[src/rtl/fetch.sv]
`default_nettype none
// ============================================================================
// Module   : fetch
// Brief    : Instruction fetch stage. Drives the synchronous instruction
//            memory address, presents each returned word to the decoder with
//            its address and a 4-bit path tag, stalls on decoder hazard and
//            squashes the wrong-path word after every redirect.
// Revision : 1.0 - initial release
// ============================================================================
module fetch #(
  parameter logic [31:0] START_ADDR = 32'h0000_0000
) (
  input  logic        clk,
  input  logic        reset,
  input  logic        hazard,
  input  logic        jump,
  input  logic [31:0] jump_target,
  output logic [31:0] instruction_addr,
  input  logic [31:0] instruction_data,
  output logic [31:0] instruction_out,
  output logic [31:0] NPC_out,
  output logic [3:0]  tag_out
);

  localparam logic [31:0] C_NOP = 32'h0000_0013;

  typedef enum logic [1:0] {
    BOOT     = 2'd0,
    RUN      = 2'd1,
    REDIRECT = 2'd2
  } state_t;

  state_t      r_state;
  state_t      w_state_next;
  logic [31:0] r_pc;
  logic [31:0] w_pc_next;
  logic [31:0] r_npc;
  logic [31:0] w_npc_next;
  logic [3:0]  r_tag;
  logic [3:0]  w_tag_next;
  logic [31:0] r_hold;
  logic        r_stalled;
  logic [31:0] w_jump_addr;
  logic        w_unused_bits;

  // Redirect targets are word aligned; the low two bits carry no meaning.
  assign w_jump_addr   = {jump_target[31:2], 2'b00};
  assign w_unused_bits = ^jump_target[1:0];

  // Next-state logic: jump beats stall beats advance. BOOT/REDIRECT always
  // advance because the NOP they present cannot be the cause of a hazard.
  always_comb begin
    w_state_next = r_state;
    w_pc_next    = r_pc;
    w_npc_next   = r_npc;
    w_tag_next   = r_tag;
    if (jump) begin
      w_state_next = REDIRECT;
      w_pc_next    = w_jump_addr;
      w_npc_next   = w_jump_addr;
      w_tag_next   = r_tag + 4'd1;
    end else if ((r_state == RUN) && !hazard) begin
      w_state_next = RUN;
    end else begin
      w_state_next = RUN;
      w_npc_next   = r_pc;
      w_pc_next    = r_pc + 32'd4;
    end
  end

  // Word to decoder: NOP while the memory word is stale (boot or old path),
  // the held copy while stalled, otherwise the fresh memory word.
  always_comb begin
    instruction_out = C_NOP;
    if (r_state == RUN) begin
      instruction_out = r_stalled ? r_hold : instruction_data;
    end
  end

  // Fetch state registers: FSM, PC, presented address and path tag.
  always_ff @(posedge clk or negedge reset) begin
    if (!reset) begin
      r_state <= BOOT;
      r_pc    <= START_ADDR;
      r_npc   <= START_ADDR;
      r_tag   <= 4'd0;
    end else begin
      r_state <= w_state_next;
      r_pc    <= w_pc_next;
      r_npc   <= w_npc_next;
      r_tag   <= w_tag_next;
    end
  end

  // Capture the presented word whenever the decoder stalls, and remember
  // that the next RUN cycle must replay it instead of the memory output.
  always_ff @(posedge clk or negedge reset) begin
    if (!reset) begin
      r_hold    <= C_NOP;
      r_stalled <= 1'b0;
    end else begin
      if (!hazard) begin
        r_hold <= instruction_out;
      end
      r_stalled <= (r_state == RUN) && !hazard;
    end
  end

  assign instruction_addr = r_pc;
  assign NPC_out          = r_npc;
  assign tag_out          = r_tag;

endmodule
`default_nettype wire
[config.mk]
export PLATFORM = sky130hd
export DESIGN_NAME = fetch
export DESIGN_NICKNAME = d
export VERILOG_FILES = /design/src/rtl/fetch.sv
export SDC_FILE = /design/constraint.sdc
export NUM_CORES = 1
export LEC_CHECK = 0
export BUFFER_PORTS_ARGS = -buffer_cell sky130_fd_sc_hd__buf_2
export CORE_MARGIN = 1.5
export CORE_UTILIZATION = 45
export CTS_CLUSTER_DIAMETER = 30
export CTS_CLUSTER_SIZE = 10
export DETAILED_ROUTE_END_ITERATION = 12
export GPL_ROUTABILITY_DRIVEN = 0
export GPL_TIMING_DRIVEN = 0
export PLACE_DENSITY = 0.73
export RECOVER_POWER = 50
export SETUP_SLACK_MARGIN = 0.05
export SYNTH_ARGS = -nofsm -noshare
export SYNTH_HDL_FRONTEND = slang
export SYNTH_SLANG_ARGS = --single-unit
[constraint.sdc]
create_clock -name clk -period 1.7 [get_ports clk]
set_input_delay 0.085 -clock clk [delete_from_list [all_inputs] [get_ports clk]]
set_output_delay 0.085 -clock clk [all_outputs]
set_load 0.03 [all_outputs]
# == After elaboration in Yosys (flattened, before gate mapping) ==
# Cells that the tools add are included.
# totals
word_cells,19
reg_bits,103
input_bits,68
out_inout_bits,100
# op_classes
n_reduce_logical,2
eq_ne,2
mux,7
n_addsub,2
# ops
operator,count
two-way mux 32 bit,6
"adder 32 x 3 -> 32 bit, second input constant",1
"adder 4 x 1 -> 4 bit, second input constant",1
"equality test 2 x 1 -> 1 bit, second input constant",1
two-way mux 2 bit,1
"inequality test 2 bit, second input constant",1
logical AND 1 bit,1
logical NOT 1 bit,1

# == Longest topological paths before layout ==
# Gate-level depths: netlist of the first run.
# depth
ltp_word,4
mapped_depth,8

# == Worst setup path before layout of the first run ==
# OpenSTA, ideal clock, no wires.
# synth_timing
path_kind,register to register
from,"register r_pc[4], in the netlist instruction_addr[4]"
to,"register r_pc[24], in the netlist instruction_addr[24]"
required_time_ns,1.561
setup_slack_ns,-0.378
path_stages_with_launch,6
synth_period_minus_slack_ns,2.078
setup_time_ns,0.139
arrival_ns,1.939
path_cell_list,dfrtp_1 -> clkbuf_2 -> nand4b_4 -> or4_4 -> nor4_4 -> a221oi_1
# synth_via
elab_chain_cells,3
# synth_lines
item,line,text
"start, declared",35,logic [31:0] r_pc;
"start signal, assigned",89,r_pc <= w_pc_next;
adder 32 x 3 -> 32 bit,67,w_pc_next = r_pc + 32'd4;
two-way mux 32 bit,62,end else if ((r_state == RUN) && !hazard) begin
two-way mux 32 bit,57,if (jump) begin
# Every way passes these cells. The select of a mux whose other input is x is not followed.
# A chain may end at the register's enable or synchronous reset.

# == Worst setup path in the final report of the first run ==
# layout_timing
from,register r_state[1]
to,"register r_pc[25], in the netlist instruction_addr[25]"
# layout_via
elab_chain_cells,3
# layout_lines
item,line,text
"start, declared",33,state_t r_state;
"start signal, assigned",88,r_state <= w_state_next;
equality test 2 x 1 -> 1 bit,62,
logical AND 1 bit,62,
inequality test 2 bit (no source line),-,
# Every way passes these cells.

==> flow_results.org, run 1 <==
** Status
- The run finished, with violations left.
- The checks that failed: negative setup slack.

** Synthesis
- In this run the cell area of the synthesized design comes to 5080 um2.
- Portion of the post-synthesis area used by sequential elements :: 49.4%
- Dominant combinational cell family by area after synthesis :: simple AND/OR/NAND/NOR gates
- Summing the areas of all xor and xnor instances in the mapped netlist gives 1.21% of the synthesized area.
- In the synthesized netlist the dominant register cell turns out to be dfrtp_1.
- Proportion of synthesized area in mux cells :: 8.01%
- The cell count after synthesis came out at 531.
- Counting flops with an async set or reset pin after synthesis yields a share of 100%.
- Number of enable flip-flop cells after synthesis :: 0
- Ys Warns :: 0
- Arithmetic-cell share of the synthesized area counting full adders, half adders and majority gates :: 0.493%
- Post-synth top area share :: 47.8%
- Synth Area in Compound Gates :: 13.9%
- Summing the areas of all and, or, nand and nor instances in the mapped netlist gives 22.7% of the synthesized area.
- dfrtp_1 takes more of the synthesized area than any other cell.
- After synthesis the netlist holds a flip-flop and latch count of 100.
- Yosys mapped the design onto 51 distinct sky130hd cell types.
- Sorting the synthesized cells by area gives the leading types as dfrtp_1 (48%), nand2_1 (7.4%), mux2i_1 (6.9%), nor2_1 (5.0%), o31ai_1 (4.4%).
- Averaged over all synthesized cells, the footprint is 9.56 um2.

** Die
- Starting Density :: 46.4%
- The total area inside the core boundary comes to 10900 um2.
- In this run the core area contains 38 standard-cell rows.
- The die is 109 um wide.
- Number of top-level pins :: 168
- Measured along the y axis, the die boundary spans 109 um.
- Area enclosed by the die boundary :: 11900 um2

** GRT
- First-pass GRT wire length :: 25000 um
- Gr ovfl total :: 0
- Global routing consumed, over all layers together, 27.0% of the routing resources.
- The via count of the first global-routing pass was 5042.
- Initial antenna violation count :: 0
- Entering global routing, the biggest net connects 59 pins.

** Setup path
- At the worst endpoint, the arrival time is 2.08 ns.
- At the worst endpoint, the required time is 1.95 ns.
- The worst setup path is launched from a flop.
- Type of the worst setup path :: reg2reg
- Max Fanout on Critical Path :: 7
- Cell depth of the worst flop-to-flop path :: 7
- The setup check on the worst reg-to-reg path leaves a slack of -0.13 ns.
- Element type at the critical path end :: flop

** Clocking
- Maximum root-to-sink buffer count :: 2
- Insertion delay to the later sink of the worst-skew pair :: 0.35 ns
- Clock-pin slew was measured on the worst setup and hold paths at 0.07 ns.
- Num Clock Sinks :: 100
- Clock tree from TritonCTS :: done
- The H-tree generated during clock tree synthesis spans 3 levels.
- In this run, CTS created clock tree buffers numbering 9.
- In this run the clock root is driven by a clkbuf_16.

** Routing
- In the final routed layout, each cell accounts on average for 18.6 um.
- Number of design-rule violations left by the first detailed-router iteration :: 380
- Remaining number of nets flagged by the antenna check after routing :: 0
- Total length of routed wires :: 16700 um
- In the routed design, unresolved DRC markers number 0.
- Vias after detailed routing :: 5196
- In the routed layout, each cell is associated on average with a via count of 5.77.
- The pre-antenna-repair detailed-routing pass consisted of 6 iterations.

** Finish
- Final instance area :: 7470 um2
- Leaving out fill and tap cells, the most frequent cell in the layout is buf_2.
- Counting the fill cells in the layout gives 799.
- In the final layout, the share of cells above drive strength 1 is 43.2%.
- Commonest cells after routing, fill and taps aside :: buf_2 (100), dfrtp_1 (78), nand2_1 (70)
- # diodes :: 0
- Net count of the finished layout :: 825
- Filler-free cell count of the finished design :: 900
- The area growth from synthesis to layout is 47.2%.

** Placed design
- Number of I/O port buffers :: 162
- After detailed placement, the design holds a cell count of 835.
- After detailed placement, the total cell area comes to 6170 um2.
- Detailed placement HPWL :: 10700 um
- Before CTS, the worst setup slack after placement is -0.289 ns.

** Power
- The worst-case IR drop observed on VDD is 1.04 mV.
- Power spread over the standard cell area amounts to 903 nW/um2.
- Leakage power of the design :: 0.00329 uW

** STA
- Hold Violations, Final :: 0
- After routing, the total negative slack on setup checks comes to -1.22 ns.
- Worst setup margin :: -0.132 ns
- After layout, the minimum clock period comes to 1.83 ns.
- For this run, the top clock speed supported by timing is 0.546 GHz.
- RSZ-0062 raised after global routing :: yes
- Final count of pins violating max slew :: 0
- Setup violators final :: 20
- Final setup skew :: 0.0111 ns
- Measured against its own limit, the worst slew margin works out to 25.0%.
- At the pin with the least slew margin, the transition time is 1.12 ns.
- Dividing the final minimum period by the clock period gives 108%.
- Hold is met by 0.0259 ns.

** Flow run
- Reported max-cap violation count :: 0

** Worst hold path
- WHS Path Cells :: 3
- In this run the worst hold path is classified as in2reg.
state kept, by name, summed over array words and instances (netlist names):
| register | count |
|---|---|
| tag_out | 4 |
| instruction_addr | 30 |
| NPC_out | 31 |
| r_stalled | 1 |
| r_state | 2 |
| r_hold | 32 |
final timing paths:
kind,from,end
max reg2reg,r_state[1],instruction_addr[25]
max,r_state[1],instruction_addr[25]
max in group asynchronous,reset,instruction_addr[12]
min,jump_target[12],NPC_out[12]
min in group asynchronous,reset,r_hold[7]
min reg2reg,tag_out[3],tag_out[3]
area by class of cell:
cell class / count / area (um2) / share of cell area [%]
Sequential cell: 100 / 2530 / 33.9
Inverter: 2 / 10.0 / 0.134
Multi-Input combinational cell: 386 / 2800 / 37.4
Buffer: 40 / 310 / 4.15
Clock buffer: 9 / 225 / 3.01
Timing Repair Buffer: 216 / 1380 / 18.4
Clock inverter: 7 / 48.8 / 0.653
Tap cell: 140 / 175 / 2.34
metal layers:
layer	part of all wire, %	up-vias	GRT usage, %
li1	-	2373	-
met1	41	2549	34.9
met2	50	244	44.9
met3	7.3	30	3.83
met4	2.2	0	12.2
met5	0	-	0
kinds of logic (layout without fill, tap and decap cells):
logic type	count (synthesis)	in the layout
mux	40	40
fa+ha+maj	2	2
simple gates	236	236
compound gates	99	99
buf+inv	46	274
xor+xnor	7	7
other cells	1	2
flops	100	100
per-stage QoR:
step                utilization, %  total power (uW)
floorplan                        -              3930
global placement              56.1              4450
detailed placement            56.4              4500
CTS                           63.9              6550
global route                  68.3              7030
finish                        68.3              6750
power breakdown:
| group | internal, uW | leakage, uW | total, uW | switching (uW) |
|---|---|---|---|---|
| logic | 690 | 0.00197 | 1910 | 1220 |
| clock network | 999 | 0.000136 | 1940 | 944 |
| registers | 2630 | 0.00118 | 2900 | 262 |
cell usage after synthesis, types with 5 or more instances:
| cell | instances |
|---|---|
| nand3_1 | 6 |
| o21ai_0 | 5 |
| clkbuf_1 | 26 |
| a221oi_1 | 7 |
| xnor2_1 | 5 |
| nor3_1 | 9 |
| and4_1 | 5 |
| nand4_1 | 14 |
| mux2i_1 | 35 |
| nand2_1 | 100 |
| and2_1 | 6 |
| buf_4 | 6 |
| nor2_1 | 68 |
| buf_2 | 6 |
| a31oi_1 | 30 |
| a211oi_1 | 13 |
| o31ai_1 | 30 |
| and3_1 | 9 |
| dfrtp_1 | 97 |
repair_timing:
action	CTS	global route
pin swaps	29	64
setup endpoints to repair	84	85
setup buffers	23	23
endpoints found under the hold margin	46	0
resized for setup	89	95
cloned	1	2
hold buffers	6	0
worst max-delay path, stage by stage, from the launching register on:
cell and delay [ns]:
dfrtp_1 0.39, or3b_1 0.40, buf_6 0.15, inv_4 0.06, buf_12 0.14, nor4_4 0.07, and3b_2 0.25, a221oi_2 0.28
Note: power is estimated with default switching activity, not from simulation.
==> inputs of run 2 (changes only) <==
- PLACE_DENSITY: 0.73 -> 0.7
- clock period: 1.7 -> 2 ns (I/O delays scaled with it)
==> flow_results.org, run 2 (same netlist as run 1, synthesis figures left out) <==
** Status
- Run status :: complete, no violations

** Die
- The placeable core area came to 10900 um2 (unchanged).
- Starting Density :: 46.4% (unchanged)
- Die Height :: 109 um (unchanged)
- The area enclosed by the die boundary came to 11900 um2 (unchanged).
- The number of core rows is 38 (unchanged).
- The die span in x is 109 um (unchanged).
- The count of pins on the block boundary is 168 (unchanged).

** GRT
- Met1 GRT Util :: 34.8% (-0.083 points)
- Initial antenna violation count :: 0 (unchanged)
- The remaining global-route overflow came to 0 (unchanged).
- The largest net degree at the start of global routing came to 59 (unchanged).
- The overall routing resource usage is 25.5% (-1.5 points).
- The met3 track demand over resource in global routing was 4.84% (+1.0 points).
- First-pass GRT wire length :: 23400 um (-6.4%)
- Met2 usage in global routing :: 40.7% (-4.2 points)
- The via count of the first global-routing pass came to 4626 (-8.3%).
- Highest-utilization routing layer at the global route stage :: met2

** Setup path
- STA classifies the critical path startpoint as a flop.
- The largest fanout on the critical path is 5 (-2).
- The number of cells on the worst reg-to-reg path was 7 (unchanged).
- The arrival time of the worst setup path was 2.16 ns (+0.08 ns).
- STA classifies the critical path endpoint as a flop.
- The required time of the critical path is 2.22 ns (+0.27 ns).
- The worst setup path is of the reg2reg kind.

** Finish
- Most common cell after layout, fill and taps aside :: buf_2
- The fraction of the core area covered by cells at the end of the flow was 59.9% (-8.5 points).
- r_hold holds more flip-flops than any other register.
- Number of flip-flops under the largest register name :: 32 (unchanged)
- # diodes :: 0 (unchanged)
- The number of standard cells in the layout, taps in and fillers out is 864 (-4.0%).
- Net count of the finished layout :: 789 (-4.4%)
- The count of fill cells added during filler insertion was 985 (+23%).
- The fraction of layout cells with a size suffix above 1 was 28.6% (-15 points).
- The top cell types in the final layout, fill and taps aside, are buf_2 (120), nand2_1 (100), dfrtp_1 (83).
- The area growth from synthesis to layout is 28.9%.

** STA
- Relative max-transition margin :: 28.2% (+3.2 points)
- Setup repair after global routing could not meet its margin everywhere.
- The final period utilization is 96.7% (-11 points).
- Worst setup margin :: 0.0657 ns (+0.197 ns)
- The total setup violations reported at the end of the flow is 0 (-100%).
- The final-layout worst hold slack is 0.0154 ns (-0.0105 ns).
- The post-route clock skew was 0.00874 ns (-0.00237 ns).
- Final count of pins violating max slew :: 0 (unchanged)
- Hold Violations, Final :: 0 (unchanged)
- Transition time at the pin with the least slew margin :: 1.08 ns (-0.0481 ns)
- Final critical delay including setup and external delays :: 1.93 ns (+0.103 ns)
- The achievable clock frequency was 0.517 GHz (-5.3%).

** Routing
- Number of design-rule violations left by the first detailed-router iteration :: 348 (-8.4%)
- Router iterations before antenna repair :: 5 (-1)
- Remaining number of nets flagged by the antenna check after routing :: 0 (unchanged)
- Post-DR vias/cell :: 5.67 (-1.8%)
- The via count was 4898 (-5.7%).
- Remaining DRCs :: 0 (unchanged)
- Wirelength per Cell :: 16.9 um (-8.8%)
- Total length of routed wires :: 14600 um (-12%)

** Placed design
- The placed wire-length estimate came to 10600 um (-1.4%).
- Number of I/O port buffers :: 162 (unchanged)
- The pre-CTS setup slack was -0.0614 ns (+0.228 ns).
- Number of cells after detailed placement :: 835 (unchanged)

** Clocking
- The clock input transition at the sequential cells of the worst setup and hold paths was 0.07 ns (about the same).
- The number of buffers created by CTS came to 9 (unchanged).
- Insertion delay to the later sink of the worst-skew pair :: 0.35 ns (about the same)
- H-tree depth reported by CTS :: 3 (unchanged)
- TritonCTS built the clock tree.
- Root Buffer :: clkbuf_16
- The clock sink count was 100 (unchanged).
- Maximum root-to-sink buffer count :: 2 (unchanged)

** Power
- The worst-case vdd ir drop came to 0.487 mV (-53%).
- Power density of the placed cells :: 825 nW/um2 (-8.6%)
- Overall power consumption :: 5400 uW (-20%)
- Leakage power of the design :: 0.00288 uW (-12%)

** Flow run
- The number of max-cap violations is 0 (unchanged).

** Worst hold path
- Min-Delay Path Class :: in2reg
- WHS Path Cells :: 3 (unchanged)
run 2: worst paths after layout:
check	from	slack [ns]	end
worst max-delay path	r_state[0]	0.07	instruction_addr[28]
worst min-delay path	jump_target[18]	0.02	NPC_out[18]
worst max register to register	r_state[0]	0.07	instruction_addr[28]
worst min register to register	tag_out[3]	0.48	tag_out[3]
max in group asynchronous	reset	0.39	instruction_addr[8]
min in group asynchronous	reset	0.50	r_hold[25]
run 2: layer usage:
layer | vias to the layer above | wire [um] | share of wire, %
met5 | - | 0 | 0
met4 | 0 | 195 | 1.3
met3 | 15 | 1110 | 7.6
met2 | 203 | 6880 | 47
met1 | 2386 | 6420 | 44
li1 | 2294 | - | -
run 2: stage by stage:
stage	TNS [ns]	area (um2)
after floorplan	0	5110
after global routing	-0.0953	6550
after global placement	-24.38	6100
after CTS	0	6460
final	0	6550
after detailed placement	-0.0772	6130
run 2: final cells by class:
cell class	instances	area (um2)	share of cell area, %
well taps	140	175	2.68
clock inverters	7	43.8	0.669
multi-input cells	386	2440	37.3
clock buffers	9	225	3.44
repair buffers	179	896	13.7
plain buffers	41	230	3.52
inverters	2	10.0	0.153
flip-flops and latches	100	2520	38.6
run 2: repair_timing:
action	in CTS	in global routing
setup buffers	1	11
hold buffers	4	0
endpoints found under the setup margin	35	48
hold endpoints to repair	47	0
gates resized for setup	3	29
pin swaps	2	2
run 2: power by group:
part           switching (uW)  leakage, uW  internal, uW  total (uW)
registers                 205      0.00119          2240        2440
clock network             774     0.000131           837        1610
logic                     918      0.00156           428        1350
run 2: worst max-delay path: stages (launching register included):
cell and delay [ns]:
dfrtp_1 0.38, or3b_4 0.23, buf_6 0.11, inv_4 0.04
or4_4 0.56, nor4_4 0.21, buf_4 0.18, a221oi_1 0.09
==> inputs of run 3 (changes only) <==
- GPL_TIMING_DRIVEN: 0 -> unset
- RECOVER_POWER: 50 -> 25
==> flow_results.org, run 3 (same netlist as run 1, synthesis figures left out) <==
** Clocking
- The depth of the CTS H-tree was 3 (unchanged).
- Clock Pin Slew Worst Setup and Hold Paths :: 0.07 ns (about the same)
- The clock sink count was 100 (unchanged).
- The number of buffers created by CTS was 9 (unchanged).
- Setup Buffers After CTS :: 0 (-1)
- The later-pin clock latency in the skew report came to 0.35 ns (about the same).
- The root buffer cell chosen for the clock tree is clkbuf_16.
- Clock tree from TritonCTS :: done
- The maximum clock path buffer count is 2 (unchanged).

** Setup path
- Max Fanout on Critical Path :: 4 (-1)
- The signal on the critical path passes through or3b_1 -> inv_2 -> or4_4 -> nor4_4 -> a221oi_1.
- STA classifies the critical path endpoint as a flop.
- The critical path in this run is classified as reg2reg.
- The delay contributed by the slowest stage of the critical path is 0.58 ns (+0.02 ns).
- Number of buffer and inverter instances along the worst setup path :: 1 (-2)
- The arrival time of the worst setup path is 2.04 ns (-0.12 ns).
- Slowest cell on crit path :: or4_4
- Crit path required time :: 2.20 ns (-0.02 ns)
- Grouping stages by cell kind, the critical path spends the most delay in simple AND/OR/NAND/NOR gates.
- The worst setup path is launched from a flop.

** Placed design
- Detailed placement HPWL :: 9850 um (-6.9%)
- Placed instance area :: 6090 um2 (-0.67%)
- The count of buffers from port buffering was 163 (+0.62%).
- The total instance count after detailed placement is 816 (-2.3%).
- The pre-CTS setup slack was 0.0576 ns (+0.119 ns).

** STA
- Setup repair after global routing could not meet its margin everywhere.
- Final count of pins violating max slew :: 0 (unchanged)
- The total setup violations reported at the end of the flow is 0 (unchanged).
- Total Neg Setup Slack :: 0 ns (unchanged)
- Relative max-transition margin :: 47.4% (+19 points)
- The post-route clock skew is 0.00976 ns (+0.00103 ns).
- The final-layout worst hold slack was 0.0171 ns (+0.00168 ns).
- The minimum setup slack in the final design is 0.157 ns (+0.0913 ns).
- Peak Freq :: 0.543 GHz (+5.0%)
- Transition time at the pin with the least slew margin :: 0.789 ns (-0.287 ns)
- Final critical delay including setup and external delays :: 1.84 ns (-0.0913 ns)
- The count of endpoints failing hold in the final timing report is 0 (unchanged).
- The final period utilization came to 92.1% (-4.6 points).

** Finish
- Fraction of layout cells with a size suffix above 1 :: 34.3% (+5.7 points)
- The net count of the finished layout is 761 (-3.5%).
- Register with the highest flop count :: r_hold
- Number of flip-flops under the largest register name :: 32 (unchanged)
- In the layout the commonest cells are buf_2 (161), nand2_1 (100), dfrtp_1 (83).
- The number of diodes added for antenna fixing is 0 (unchanged).
- Leaving out fill and tap cells, the most frequent cell in the layout is buf_2.
- The number of standard cells in the layout, taps in and fillers out was 836 (-3.2%).
- Compared with the post-synthesis result, the final layout area differs by 27.7%.
- The final non-filler cell area was 6480 um2 (-0.96%).

** Worst hold path
- In this run the worst hold path is classified as in2reg.

** Routing
- Total length of routed wires :: 13700 um (-5.9%)
- The iteration-0 DRC count of the detailed router is 349 (+0.29%).
- Post-DR vias/cell :: 5.57 (-1.7%)
- Remaining DRCs :: 0 (unchanged)
- Vias after detailed routing :: 4658 (-4.9%)
- The post-detailed-route count of antenna-violating nets is 0 (unchanged).
- The detailed-route wire length per cell was 16.4 um (-2.8%).
- The count of TritonRoute iterations in the first routing pass is 5 (unchanged).

** GRT
- Gr ovfl total :: 0 (unchanged)
- The largest net degree at the start of global routing came to 62 (+5.1%).
- Total global-route track usage :: 23.5% (-2.0 points)
- First-pass GRT wire length :: 21900 um (-6.5%)
- Vias in the first global route :: 4518 (-2.3%)
- Initial antenna violation count :: 0 (unchanged)

** Die
- The area enclosed by the die boundary came to 11900 um2 (unchanged).
- The die extent in y came to 109 um (unchanged).
- Core outline area :: 10900 um2 (unchanged)
- The count of pins on the block boundary is 168 (unchanged).
- Starting Density :: 46.4% (unchanged)
- The number of core rows came to 38 (unchanged).
- Die outline width :: 109 um (unchanged)

** Status
- Run status :: complete, no violations

** Power
- The worst-case vdd ir drop is 0.491 mV (+0.95%).
- Leakage power of the design :: 0.00295 uW (+2.6%)
- The ratio of total power to cell area is 895 nW/um2 (+8.4%).

** Flow run
- The number of max-cap violations is 0 (unchanged).
[run 3: per-layer routing]
layer  vias to the layer above  wire length [um]  GRT usage (%)
met5                         -                 0              0
met4                         0               243           7.98
met3                        18               851           4.78
met2                       166              6530           38.8
met1                      2247              6120           30.8
li1                       2227                 -              -
[run 3: worst paths after layout]
check                                start                    to  slack, ns  cells past startpoint
max reg2reg                     r_state[0]  instruction_addr[24]       0.16                      5
max                             r_state[0]  instruction_addr[24]       0.16                      5
max in group asynchronous            reset           NPC_out[22]       0.46                      3
min reg2reg                      r_hold[5]             r_hold[5]       0.48                      2
min in group asynchronous            reset             r_stalled       0.36                      2
min                        jump_target[18]           NPC_out[18]       0.02                      3
[run 3: report_power, final]
group / switching [uW] / internal, uW
logic: 892 / 441
registers: 201 / 2240
clock network: 740 / 1290
total: 1830 / 3970
[run 3: cell type report]
type	count	area [um2]
clock buffers	12	256
fillers	956	4450
repair buffers	192	1050
flip-flops and latches	100	2520
inverters	2	7.51
clock inverters	4	95.1
well taps	140	175
multi-input cells	386	2380
[run 3: tightest hold or removal path, cell delays in order]
cell and delay [ns]:
buf_2 0.09, nand2_1 0.06, o21ai_0 0.07
[run 3: per-stage QoR]
step / power (uW) / util [%]
global placement: 3760 / 55.7
floorplan: 3330 / -
global route: 6060 / 59.3
detailed placement: 3800 / 55.7
CTS: 5830 / 59.3
finish: 5800 / 59.3
[run 3: timing repair]
action	CTS	global route
pin swaps	1	0
endpoints found under the setup margin	4	14
hold buffers	4	0
resized for setup	0	6
cloned	0	0
endpoints found under the hold margin	30	0
